## config.mk

```make
export PLATFORM = sky130hd
export DESIGN_NAME = spi_slave_responder
export DESIGN_NICKNAME = d
export VERILOG_FILES = /design/src/rtl/spi_pkg.sv /design/src/rtl/spi_pin_sync.sv /design/src/rtl/spi_slave_responder.sv
export SDC_FILE = /design/constraint.sdc
export NUM_CORES = 1
export LEC_CHECK = 0
export ABC_CLOCK_PERIOD_IN_PS = 3000
export BUFFER_PORTS_ARGS = -buffer_cell sky130_fd_sc_hd__buf_2
export CAP_MARGIN = 15
export CORE_MARGIN = 1
export CORE_UTILIZATION = 45
export CTS_BUF_LIST = sky130_fd_sc_hd__clkbuf_16
export CTS_CLUSTER_DIAMETER = 50
export CTS_CLUSTER_SIZE = 16
export DETAILED_ROUTE_END_ITERATION = 8
export GPL_ROUTABILITY_DRIVEN = 0
export PLACE_DENSITY = 0.71
export SLEW_MARGIN = 20
export SYNTH_ARGS = -nofsm -noshare
export SYNTH_HDL_FRONTEND = slang
export SYNTH_SLANG_ARGS = --single-unit
```

## constraint.sdc

```tcl
create_clock -name CLK -period 3 [get_ports CLK]
set_clock_uncertainty 0.15 [all_clocks]
set_input_delay 0.45 -clock CLK [delete_from_list [all_inputs] [get_ports CLK]]
set_output_delay 0.45 -clock CLK [all_outputs]
set_load 0.01 [all_outputs]
```

## src/rtl/spi_pkg.sv

```systemverilog
// Shared types and helpers for the SPI slave responder: mode and state enums,
// word-length encodings and the bits-per-word function.
package spi_pkg;

  localparam int unsigned DATA_W = 32;
  localparam int unsigned CNT_W  = 6;

  typedef enum logic [1:0] {
    MODE0 = 2'b00,
    MODE1 = 2'b01,
    MODE2 = 2'b10,
    MODE3 = 2'b11
  } spi_mode_t;

  localparam logic [1:0] WLEN_8  = 2'b00;
  localparam logic [1:0] WLEN_16 = 2'b01;
  localparam logic [1:0] WLEN_24 = 2'b10;
  localparam logic [1:0] WLEN_32 = 2'b11;

  typedef enum logic [1:0] {
    IDLE    = 2'b00,
    SHIFT   = 2'b01,
    WAIT_CS = 2'b10,
    ARM     = 2'b11
  } spi_state_t;

  // 8 * (word_len + 1); fits the 6-bit counter (max 32).
  function automatic logic [CNT_W-1:0] word_bits(input logic [1:0] word_len);
    return {1'b0, word_len, 3'b000} + 6'd8;
  endfunction

endpackage

```

## src/rtl/spi_pin_sync.sv

```systemverilog
// Two-flop synchronizer for one asynchronous SPI pin, plus an edge-detect
// register producing single-cycle rise and fall strobes.
module spi_pin_sync (
  input  logic clk,
  input  logic pin_i,
  output logic level_o,
  output logic rise_o,
  output logic fall_o
);

  logic sync1_q, sync2_q, prev_q;

  // NOTE: synchronizer flops carry no reset so they keep tracking the pin
  // during reset; the FSM reset value depends on the synchronized CS level.
  always_ff @(posedge clk) begin
    sync1_q <= pin_i;
    sync2_q <= sync1_q;
    prev_q  <= sync2_q;
  end

  assign level_o = sync2_q;
  assign rise_o  = sync2_q & ~prev_q;
  assign fall_o  = ~sync2_q & prev_q;

endmodule

```

## src/rtl/spi_slave_responder.sv

```systemverilog
// SPI slave responder: oversamples CS/SCK/MOSI on CLK, shifts in one word per
// CS assertion in any SPI mode, returns a preloaded word on MISO MSB first.
module spi_slave_responder
  import spi_pkg::*;
(
  input  logic              CLK,
  input  logic              RST,
  input  logic [1:0]        spi_mode_i,
  input  logic [1:0]        word_len_i,
  input  logic [DATA_W-1:0] tx_data_i,
  input  logic              CS_i,
  input  logic              SCK_i,
  input  logic              MOSI_i,
  output logic              MISO_o,
  output logic [DATA_W-1:0] rx_data_o,
  output logic              rx_valid_o,
  output logic              busy_o,
  output logic              frame_err_o
);

  logic cs_level, cs_rise, cs_fall;
  logic sck_level, sck_rise, sck_fall;
  logic mosi_level, mosi_rise, mosi_fall;

  spi_pin_sync u_cs_sync (
    .clk     (CLK),
    .pin_i   (CS_i),
    .level_o (cs_level),
    .rise_o  (cs_rise),
    .fall_o  (cs_fall)
  );

  spi_pin_sync u_sck_sync (
    .clk     (CLK),
    .pin_i   (SCK_i),
    .level_o (sck_level),
    .rise_o  (sck_rise),
    .fall_o  (sck_fall)
  );

  spi_pin_sync u_mosi_sync (
    .clk     (CLK),
    .pin_i   (MOSI_i),
    .level_o (mosi_level),
    .rise_o  (mosi_rise),
    .fall_o  (mosi_fall)
  );

  logic unused_ok;
  assign unused_ok = &{1'b0, sck_level, mosi_rise, mosi_fall};

  spi_state_t        state_q, state_d;
  spi_mode_t         mode_q, mode_d;
  logic [1:0]        wlen_q, wlen_d;
  logic [CNT_W-1:0]  count_q, count_d;
  logic [DATA_W-1:0] rx_sr_q, rx_sr_d;
  logic [DATA_W-1:0] tx_sr_q, tx_sr_d;
  logic [DATA_W-1:0] rx_data_q, rx_data_d;
  logic              miso_q, miso_d;
  logic              rx_valid_q, rx_valid_d;
  logic              frame_err_q, frame_err_d;
  logic              busy_q, busy_d;

  logic [1:0]        mode_bits;
  logic              cpol, cpha;
  logic              leading_ev, trailing_ev, sample_ev, shift_ev;
  logic [CNT_W-1:0]  nbits;
  logic [DATA_W-1:0] tx_aligned;
  logic              last_sample;

  assign mode_bits   = mode_q;
  assign cpol        = mode_bits[1];
  assign cpha        = mode_bits[0];
  assign leading_ev  = cpol ? sck_fall : sck_rise;
  assign trailing_ev = cpol ? sck_rise : sck_fall;
  assign sample_ev   = cpha ? trailing_ev : leading_ev;
  assign shift_ev    = cpha ? leading_ev : trailing_ev;
  assign nbits       = word_bits(wlen_q);
  assign last_sample = sample_ev && ((count_q + 6'd1) == nbits);

  // The outgoing word is kept MSB-aligned at bit 31 whatever its length.
  assign tx_aligned  = tx_data_i << (6'd32 - word_bits(word_len_i));

  // NOTE: every signal assigned here gets a default first, so no path through
  // the case statement can infer a latch.
  always_comb begin
    state_d     = state_q;
    mode_d      = mode_q;
    wlen_d      = wlen_q;
    count_d     = count_q;
    rx_sr_d     = rx_sr_q;
    tx_sr_d     = tx_sr_q;
    rx_data_d   = rx_data_q;
    miso_d      = miso_q;
    rx_valid_d  = 1'b0;
    frame_err_d = 1'b0;

    unique case (state_q)
      IDLE: begin
        miso_d = 1'b0;
        if (cs_fall) begin
          mode_d  = spi_mode_t'(spi_mode_i);
          wlen_d  = word_len_i;
          count_d = '0;
          rx_sr_d = '0;
          if (spi_mode_i[0]) begin
            tx_sr_d = tx_aligned;
          end else begin
            miso_d  = tx_aligned[DATA_W-1];
            tx_sr_d = tx_aligned << 1;
          end
          state_d = SHIFT;
        end
      end

      SHIFT: begin
        if (count_q == nbits) begin
          // Completion one cycle after the Nth sample; CS may already be high.
          rx_data_d  = rx_sr_q;
          rx_valid_d = 1'b1;
          miso_d     = 1'b0;
          state_d    = cs_level ? IDLE : WAIT_CS;
        end else begin
          if (sample_ev) begin
            rx_sr_d = {rx_sr_q[DATA_W-2:0], mosi_level};
            count_d = count_q + 6'd1;
          end
          if (shift_ev) begin
            miso_d  = tx_sr_q[DATA_W-1];
            tx_sr_d = tx_sr_q << 1;
          end
          if (cs_rise && !last_sample) begin
            frame_err_d = 1'b1;
            miso_d      = 1'b0;
            state_d     = IDLE;
          end
        end
      end

      WAIT_CS: begin
        miso_d = 1'b0;
        if (cs_level) state_d = IDLE;
      end

      ARM: begin
        miso_d = 1'b0;
        if (cs_level) state_d = IDLE;
      end

      default: state_d = IDLE;
    endcase

    // Held one extra cycle after leaving the frame so busy drops 4 CLK after CS.
    busy_d = (state_d == SHIFT) || (state_d == WAIT_CS) ||
             (state_q == SHIFT) || (state_q == WAIT_CS);
  end

  // NOTE: sequential state uses non-blocking assignments only; the blocking
  // ones live in always_comb above.
  always_ff @(posedge CLK) begin
    if (RST) begin
      state_q     <= cs_level ? IDLE : ARM;
      mode_q      <= MODE0;
      wlen_q      <= WLEN_8;
      count_q     <= '0;
      rx_sr_q     <= '0;
      tx_sr_q     <= '0;
      rx_data_q   <= '0;
      miso_q      <= 1'b0;
      rx_valid_q  <= 1'b0;
      frame_err_q <= 1'b0;
      busy_q      <= 1'b0;
    end else begin
      state_q     <= state_d;
      mode_q      <= mode_d;
      wlen_q      <= wlen_d;
      count_q     <= count_d;
      rx_sr_q     <= rx_sr_d;
      tx_sr_q     <= tx_sr_d;
      rx_data_q   <= rx_data_d;
      miso_q      <= miso_d;
      rx_valid_q  <= rx_valid_d;
      frame_err_q <= frame_err_d;
      busy_q      <= busy_d;
    end
  end

  assign MISO_o      = miso_q;
  assign rx_data_o   = rx_data_q;
  assign rx_valid_o  = rx_valid_q;
  assign busy_o      = busy_q;
  assign frame_err_o = frame_err_q;

endmodule

```

==> impl_metrics.yaml, run 1 <==
outcome:
  status: "finished clean"
global_routing:
  use_met2: 0.334
  grt_pass1_wl_microns: 21100
  grt_overflow: 0
  grt_pass1_vias: 4511
  grt_busiest_layer: "met2"
  use_met3: 0.0493
  grt_start_max_net_pins: 72
  grtUsageMet1: 0.251
  grt_usage: 0.205
  antenna_found_initial: 0
worst_setup_path:
  cp.required_ns: 3.19
  crit_chain: "ha_1 -> xor2_1 -> o41ai_4 -> o2bb2ai_2 -> buf_4 -> nand2_1 -> a21oi_1"
  critPathLaunchType: "flip-flop"
  cp-end-kind: "flip-flop"
  critPathKind: "flip-flop to flip-flop"
  crit_path_max_fanout: 15
  ff2ff_path_depth: 7
  max_stage_delay_ns: 0.65
  arrival_ns: 2.73
  r2r_end: "rx_sr_q[26]"
  r2r-start: "wlen_q[0]"
  startpoint: "wlen_q[0]"
  cp_slowest_cell: "o41ai_4"
  rrSetupSlack_ns: 0.46
drt:
  vias: 4874
  post_drt_wl_per_cell_microns: 14.4
  viasPerCell: 5.63
  ant_nets: 0
  remaining_drc_errors: 0
  wl_microns: 12500
  dr.pass1.iters: 7
  dr.first_iter.drc_count: 332
place:
  dp.cells: 833
  portBuffers: 76
  dpl_worst_slack_ns: 0.448
  placed_area_sq_um: 6000
  dp_hpwl_microns: 8510
logic_synthesis:
  synth_seq_cells: 120
  synth_fa_ha_area_frac: 0.00900
  synth-main-ff-cell: "dfxtp_1"
  syn-cell-area_sq_um: 5560
  synthXorXnorAreaFrac: 0.00788
  synthCells: 652
  avgSynthCellArea_sq_um: 8.52
  synth_edf_count: 0
  postSynth.asyncResetShare: 0
  ys_seq_area_frac: 0.432
  synth_compound_area_frac: 0.170
  muxShareOfSynthArea: 0.126
  yosysWarningCount: 0
  ys_types: 50
  syn_nets: 697
  synth_top_family_by_area: "simple AND/OR/NAND/NOR gates"
  synth_simple_gate_area_frac: 0.207
final_layout:
  drive_above_1_share: 0.202
  nets: 753
  syn_to_final_growth_pct: 18.6
  design_area_sq_um: 6590
  num-fill-cells: 1124
  stdcell_count: 866
  n_antenna_cell: 0
  final_util: 0.549
timing:
  holdWs_ns: 0.140
  rsz0062_at_grt: "false"
  fin_tns_setup_ns: 0
  relSlewSlack: 0.596
  worst_slew_pin_slew_ns: 0.606
  finalHoldViolations: 0
  drv_slew: 0
  setup_viol: 0
  fin_ws_ns: 0.459
  min_period_over_period: 0.847
  fmax_mhz: 394
  fin_crit_ns: 2.54
clocking:
  cts_made_buffers: 17
  htree_levels: 4
  post_cts_buffers: 0
  cts_sinks: 120
  path_clk_slew_ns: 0.05
  cts_max_path_buffers: 2
  worstSkewPairLatency_ns: 0.41
  cts_resized: 0
  cts_root_buffer: "clkbuf_16"
  cts_tree: "done"
min_path:
  whs_endpoint: "mode_bits[1]"
  hold_path_class: "primary input to flip-flop"
  holdPathStages: 3
  hp-start: "spi_mode_i[1]"
floorplanning:
  ios: 77
  dieArea_sq_um: 12800
  start_util: 0.463
  die_w_microns: 113
  core-area_sq_um: 12000
  die_h_microns: 113
  row_count: 40
power_and_ir_drop:
  irDropWorstVdd_v: 0.000410
  p_per_area_nw_per_um2: 629
  p_leak_nw: 2.53
  power.total_mw: 4.15
run:
  maxCapViolations: 0
==> critical path: cells and delay by family (launching register included) <==
family,cells,cell delay [ns]
AO/OA/AOI/OAI,3,1.12
flip-flops,1,0.33
adder cells (fa/ha/maj),1,0.31
buffers and inverters,1,0.30
XOR/XNOR,1,0.20
AND/OR/NAND/NOR,1,0.07
==> where the power goes <==
| group | leakage [nW] | internal [mW] | total (mW) | switching [mW] |
|---|---|---|---|---|
| Combinational | 1.27 | 0.200 | 0.506 | 0.306 |
| Clock | 0.281 | 1.27 | 1.95 | 0.672 |
| Sequential | 0.976 | 1.66 | 1.70 | 0.0382 |
==> sequential cells by signal, summed over array words and instances, names as in the netlist, 2 cells and up <==
name       count
state_q        2
count_q        6
mode_bits      2
wlen_q         2
tx_sr_q       32
rx_sr_q       32
rx_data_o     32
==> cells in the mapped netlist (all sizes together) (3+ instances only) <==
| cell type | number | area, sq um |
|---|---|---|
| xnor2 | 3 | 26.3 |
| nor2 | 39 | 146 |
| ha | 4 | 50.1 |
| nor2b | 3 | 18.8 |
| nand3 | 39 | 195 |
| nor3 | 16 | 80.1 |
| nand2 | 152 | 571 |
| a221oi | 7 | 61.3 |
| mux4 | 15 | 338 |
| nand2b | 4 | 25.0 |
| o21ai | 6 | 30.0 |
| mux2i | 26 | 260 |
| o2111ai | 7 | 61.3 |
| dfxtp | 120 | 2400 |
| a211oi | 11 | 82.6 |
| o211ai | 8 | 60.1 |
| buf | 27 | 148 |
| clkbuf | 30 | 113 |
| or3 | 4 | 25.0 |
| a21oi | 84 | 420 |
| mux2 | 9 | 101 |
| a311oi | 8 | 70.1 |
==> kinds of logic (layout without fill, tap and decap cells) <==
kind of cell | count (synthesis) | after routing
AND/OR/NAND/NOR | 269 | 269
AO/OA/AOI/OAI | 145 | 145
flip-flops | 120 | 120
buffers and inverters | 59 | 126
multiplexers | 50 | 50
XOR/XNOR | 5 | 5
adder cells (fa/ha/maj) | 4 | 4
==> final cells by class <==
class	count	area, sq um	share of cell area
inverter	2	7.51	0.00114
multi-input combinational	473	2900	0.439
sequential	120	2400	0.364
clock inverter	13	141	0.0214
timing repair buffer	94	538	0.0816
tap	147	184	0.0279
clock buffer	17	425	0.0645
==> layer usage <==
layer  part of all wire  up-vias
met2               0.48      102
met4              0.027        0
met3              0.036       31
met1               0.45     2318
met5                  0        -
li1                   -     2423
==> layout by cell type (no fill, tap or decap), types with 5 or more instances in the layout <==
| master | netlist | final |
|---|---|---|
| nand2_1 | 152 | 152 |
| dfxtp_1 | 120 | 120 |
| a21oi_1 | 84 | 84 |
| buf_2 | 16 | 75 |
| nand3_1 | 39 | 39 |
| nor2_1 | 39 | 39 |
| mux2i_1 | 26 | 26 |
| clkbuf_16 | 0 | 17 |
| nor3_1 | 16 | 16 |
| mux4_2 | 15 | 15 |
| buf_4 | 1 | 15 |
| a211oi_1 | 11 | 11 |
| mux2_2 | 9 | 9 |
| o211ai_1 | 8 | 8 |
| a311oi_1 | 8 | 8 |
| o2111ai_1 | 7 | 7 |
| a221oi_1 | 7 | 7 |
| inv_1 | 2 | 5 |
==> how the worst max path moves through the flow <==
stage                   to  cells after the start
6_report       rx_sr_q[26]                      7
5_1_grt         rx_sr_q[8]                      7
4_1_cts        rx_sr_q[24]                      7
3_5_place_dp   rx_sr_q[24]                      7
3_3_place_gp   rx_sr_q[27]                      7
2_1_floorplan  tx_sr_q[25]                      7
==> timing repair <==
action | 4_1_cts | 5_1_grt
endpoints found under the setup margin | 0 | 0
endpoints found under the hold margin | 3 | 0
hold buffers | 3 | 0
No activity file was read; power rests on OpenSTA's default activity.
==> run 2: changes to the inputs <==
- ABC_CLOCK_PERIOD_IN_PS: 3000 -> 2500
- clock period: 3 -> 2.5 ns (I/O delays scaled with it)
==> impl_metrics.yaml, run 2 (synthesized netlist as in run 1, its figures left out) <==
drt:
  wl_microns: 12800
  vias: 4835
  remaining_drc_errors: 0
  dr.first_iter.drc_count: 334
  dr.pass1.iters: 5
  viasPerCell: 5.56
  ant_nets: 0
  post_drt_wl_per_cell_microns: 14.7
worst_setup_path:
  cpMostUsedCell: "buf_4"
  critPathKind: "flip-flop to flip-flop"
  cp_slowest_cell: "o41ai_4"
  cp-end-kind: "flip-flop"
  max_stage_delay_ns: 0.43
  crit_chain: "ha_1 -> xor2_2 -> o41ai_4 -> buf_4 -> a2bb2oi_2 -> buf_4 -> nand4b_1 -> a21oi_1"
  arrival_ns: 2.50
  critPathLaunchType: "flip-flop"
  critPathTopFamily: "compound AO/OA/AOI/OAI gates"
  cp.required_ns: 2.61
  path_buf_inv: 2
  crit_path_max_fanout: 35
timing:
  rsz0062_at_grt: "false"
  fin_crit_ns: 2.39
  fin_ws_ns: 0.108
  finalHoldViolations: 0
  drv_slew: 0
  relSlewSlack: 0.531
  fmax_mhz: 418
  setup_viol: 0
  worst_slew_pin_slew_ns: 0.704
  fin_tns_setup_ns: 0
  min_period_over_period: 0.957
global_routing:
  grt_pass1_wl_microns: 21800
  antenna_found_initial: 0
  grt_usage: 0.211
  grt_overflow: 0
  grt_pass1_vias: 4728
  grt_start_max_net_pins: 69
floorplanning:
  die_h_microns: 113
  start_util: 0.463
  dieArea_sq_um: 12800
  core-area_sq_um: 12000
  ios: 77
  row_count: 40
  die_w_microns: 113
place:
  dp_hpwl_microns: 8740
  dpl_worst_slack_ns: 0.157
  portBuffers: 76
power_and_ir_drop:
  power_frac_comb: 0.124
  clock_power_share: 0.473
  p_sw_frac: 0.250
  power.total_mw: 5.06
  p_int_mw: 3.79
  p_per_area_nw_per_um2: 757
  p_sw_mw: 1.26
  power.share.sequential: 0.403
  p_leak_nw: 2.56
  irDropWorstVdd_v: 0.000683
final_layout:
  final_util: 0.556
  layout_common_cells: "152 x nand2_1, 120 x dfxtp_1, 84 x a21oi_1, 75 x buf_2"
  syn_to_final_growth_pct: 20.3
  n_antenna_cell: 0
  drive_above_1_share: 0.212
  final_common_cell: "nand2_1"
  nets: 755
clocking:
  htree_levels: 4
  path_clk_slew_ns: 0.06
  cts_made_buffers: 17
  cts_sinks: 120
  post_cts_buffers: 0
  worstSkewPairLatency_ns: 0.41
  cts_max_path_buffers: 2
  cts_root_buffer: "clkbuf_16"
  cts_tree: "done"
outcome:
  status: "finished clean"
run:
  maxCapViolations: 0
min_path:
  hold_path_class: "primary input to flip-flop"
-- run 2: cell types whose count changed in the layout (fill, tap and decap cells not counted) --
cell / delta
xor2_2: +1
clkinv_1: -2
buf_12: +4
inv_6: +1
clkinv_4: +1
clkinv_2: +3
buf_4: -2
xor2_1: -1
inv_1: -2
-- run 2: stage by stage --
step	hold slack, ns	area, sq um	instances
finish	0.0715	6680	869
global placement	0.167	6060	835
global route	0.101	6680	869
CTS	0.0546	6680	869
floorplan	0.160	5560	652
detailed placement	0.162	6060	835
-- run 2: worst min-delay path, cell delays in order --
cell and delay, ns:
buf_2 0.10, nand2_1 0.05, a21oi_1 0.05
-- run 2: area by class of cell --
class                           instances  area, sq um
Tap cell                              147          184
Inverter                                2         7.51
Fill cell                            1109         5330
Clock inverter                         14          159
Timing Repair Buffer                   96          603
Sequential cell                       120         2400
Multi-Input combinational cell        473         2900
Clock buffer                           17          425
-- run 2: power by group through the flow --
| stage | Combinational, mW | Sequential (mW) | Clock, mW |
|---|---|---|---|
| 6_report | 0.629 | 2.04 | 2.39 |
| 5_1_grt | 0.692 | 2.05 | 2.53 |
| 4_1_cts | 0.632 | 2.04 | 2.44 |
| 3_5_place_dp | 0.625 | 2.08 | 0 |
| 3_3_place_gp | 0.607 | 2.07 | 0 |
| 2_1_floorplan | 0.465 | 2.06 | 0 |
-- run 2: path summary, 6_finish.rpt --
check / start / endpoint / slack, ns / depth (start not counted)
hold reg to reg: u_mosi_sync.sync1_q / u_mosi_sync.level_o / 0.17 / 0
setup / recovery: wlen_q[0] / count_q[2] / 0.11 / 8
hold / removal: spi_mode_i[1] / mode_bits[1] / 0.07 / 3
setup reg to reg: wlen_q[0] / count_q[2] / 0.11 / 8
-- run 2: layer usage --
layer  track usage  share of wire  vias up
li1              -              -     2424
met1         0.254           0.44     2294
met2         0.365           0.51       98
met3        0.0546          0.035       19
met4        0.0763          0.014        0
met5             0              0        -
-- run 2: timing repair --
item | in CTS | in global routing
resized for setup | 0 | 1
hold buffers | 3 | 0
setup endpoints to repair | 0 | 4
hold endpoints to repair | 3 | 0
==> run 3: changes to the inputs <==
- PLACE_DENSITY: 0.71 -> unset
==> impl_metrics.yaml, run 3 (synthesized netlist as in run 1, its figures left out) <==
min_path:
  hp-start: "spi_mode_i[1]"
  whs_endpoint: "mode_bits[1]"
  holdPathStages: 3
  hold_path_class: "primary input to flip-flop"
drt:
  ant_nets: 0
  dr.first_iter.drc_count: 412
  wl_microns: 13300
  viasPerCell: 5.66
  vias: 4934
  post_drt_wl_per_cell_microns: 15.3
  dr.pass1.iters: 5
  remaining_drc_errors: 0
worst_setup_path:
  critPathLaunchType: "flip-flop"
  cp_slowest_cell: "o41ai_4"
  cp-end-kind: "flip-flop"
  crit_chain: "inv_1 -> ha_1 -> nand2b_1 -> o41ai_4 -> o2bb2ai_2 -> buf_12 -> nand2_1 -> a21oi_1"
  r2r_end: "rx_sr_q[28]"
  max_stage_delay_ns: 0.57
  cp.required_ns: 2.68
  startpoint: "count_q[0]"
  arrival_ns: 2.49
  ff2ff_path_depth: 8
  critPathKind: "flip-flop to flip-flop"
  r2r-start: "count_q[0]"
  rrSetupSlack_ns: 0.18
  crit_path_max_fanout: 34
timing:
  min_period_over_period: 0.927
  drv_slew: 0
  fmax_mhz: 432
  relSlewSlack: 0.640
  fin_tns_setup_ns: 0
  finalHoldViolations: 0
  holdWs_ns: 0.0698
  setup_viol: 0
  worst_slew_pin_slew_ns: 0.540
  fin_crit_ns: 2.32
  rsz0062_at_grt: "false"
global_routing:
  antenna_found_initial: 0
  grt_pass1_vias: 4639
  grt_pass1_wl_microns: 22500
  grt_usage: 0.221
  grt_overflow: 0
  grt_start_max_net_pins: 66
power_and_ir_drop:
  clock_power_share: 0.476
  p_leak_nw: 2.58
  p_sw_frac: 0.241
  p_sw_mw: 1.23
  power.share.sequential: 0.398
  p_int_mw: 3.88
  p_per_area_nw_per_um2: 763
  power_frac_comb: 0.126
  irDropWorstVdd_v: 0.000483
floorplanning:
  row_count: 40
  dieArea_sq_um: 12800
  start_util: 0.463
  core-area_sq_um: 12000
  die_w_microns: 113
  die_h_microns: 113
  ios: 77
outcome:
  status: "finished clean"
clocking:
  path_clk_slew_ns: 0.05
  worstSkewPairLatency_ns: 0.41
  cts_root_buffer: "clkbuf_16"
  cts_made_buffers: 17
  cts_tree: "done"
  htree_levels: 4
  cts_sinks: 120
  cts_max_path_buffers: 2
final_layout:
  nets: 756
  layout_common_cells: "152 x nand2_1, 120 x dfxtp_1, 84 x a21oi_1, 75 x buf_2"
  num-fill-cells: 1148
  n_antenna_cell: 0
  final_common_cell: "nand2_1"
  drive_above_1_share: 0.206
  syn_to_final_growth_pct: 20.7
run:
  maxCapViolations: 0
place:
  portBuffers: 76
  dp_hpwl_microns: 9090
## run 3: changes by cell type in the layout (fill, tap and decap cells not counted), sizes merged
cell      change
clkinv        +2
bufinv        +1
clkinvlp      -2
buf           +1
## run 3: worst max path at each step
stage,to,cells after the start,slack (ns)
after floorplan,tx_sr_q[25],7,0.28
after global placement,tx_sr_q[16],7,0.20
after detailed placement,tx_sr_q[11],6,0.11
after CTS,tx_sr_q[11],6,0.08
after global routing,count_q[0],8,0.08
final,rx_sr_q[28],8,0.18
## run 3: metrics by stage
step	util	cells	setup slack (ns)	power (mW)	instance area, sq um
global route	0.558	871	0.0786	5.33	6710
CTS	0.558	871	0.0796	5.16	6700
detailed placement	0.506	836	0.107	2.71	6080
floorplan	-	652	0.277	2.53	5560
finish	0.558	871	0.183	5.12	6710
global placement	0.506	836	0.199	2.70	6080
## run 3: layer usage
metal	part of all wire	GRT usage	wire length, microns
met4	0.026	0.103	350
met2	0.49	0.358	6490
met5	0	0	0
met1	0.44	0.275	5910
met3	0.041	0.0573	541
## run 3: power by group through the flow
stage               sequential [mW]  combinational [mW]  clock, mW
finish                         2.04               0.643       2.44
global route                   2.04               0.715       2.57
CTS                            2.03               0.644       2.48
detailed placement             2.07               0.638          0
global placement               2.07               0.626          0
floorplan                      2.06               0.465          0
## run 3: what timing repair did
item	4_1_cts	5_1_grt
hold buffers	3	0
hold endpoints to repair	3	0
endpoints found under the setup margin	0	7
setup buffers	0	0
gates resized for setup	0	1
## run 3: final cells by class
type	count	area, sq um	share of cell area
Tap cell	147	184	0.0274
Multi-Input combinational cell	473	2900	0.432
Clock inverter	15	166	0.0248
Inverter	2	7.51	0.00112
Sequential cell	120	2400	0.358
Clock buffer	17	425	0.0634
Timing Repair Buffer	97	627	0.0935
## run 3: worst max-delay path, delay by kind of cell, from the launching register on
family                     cells  cell delay (ns)
AOI/OAI and AO/OA              3             1.03
adders and majority gates      1             0.16
buffers and inverters          2             0.33
DFF                            1             0.35
and+or+nand+nor                2             0.19
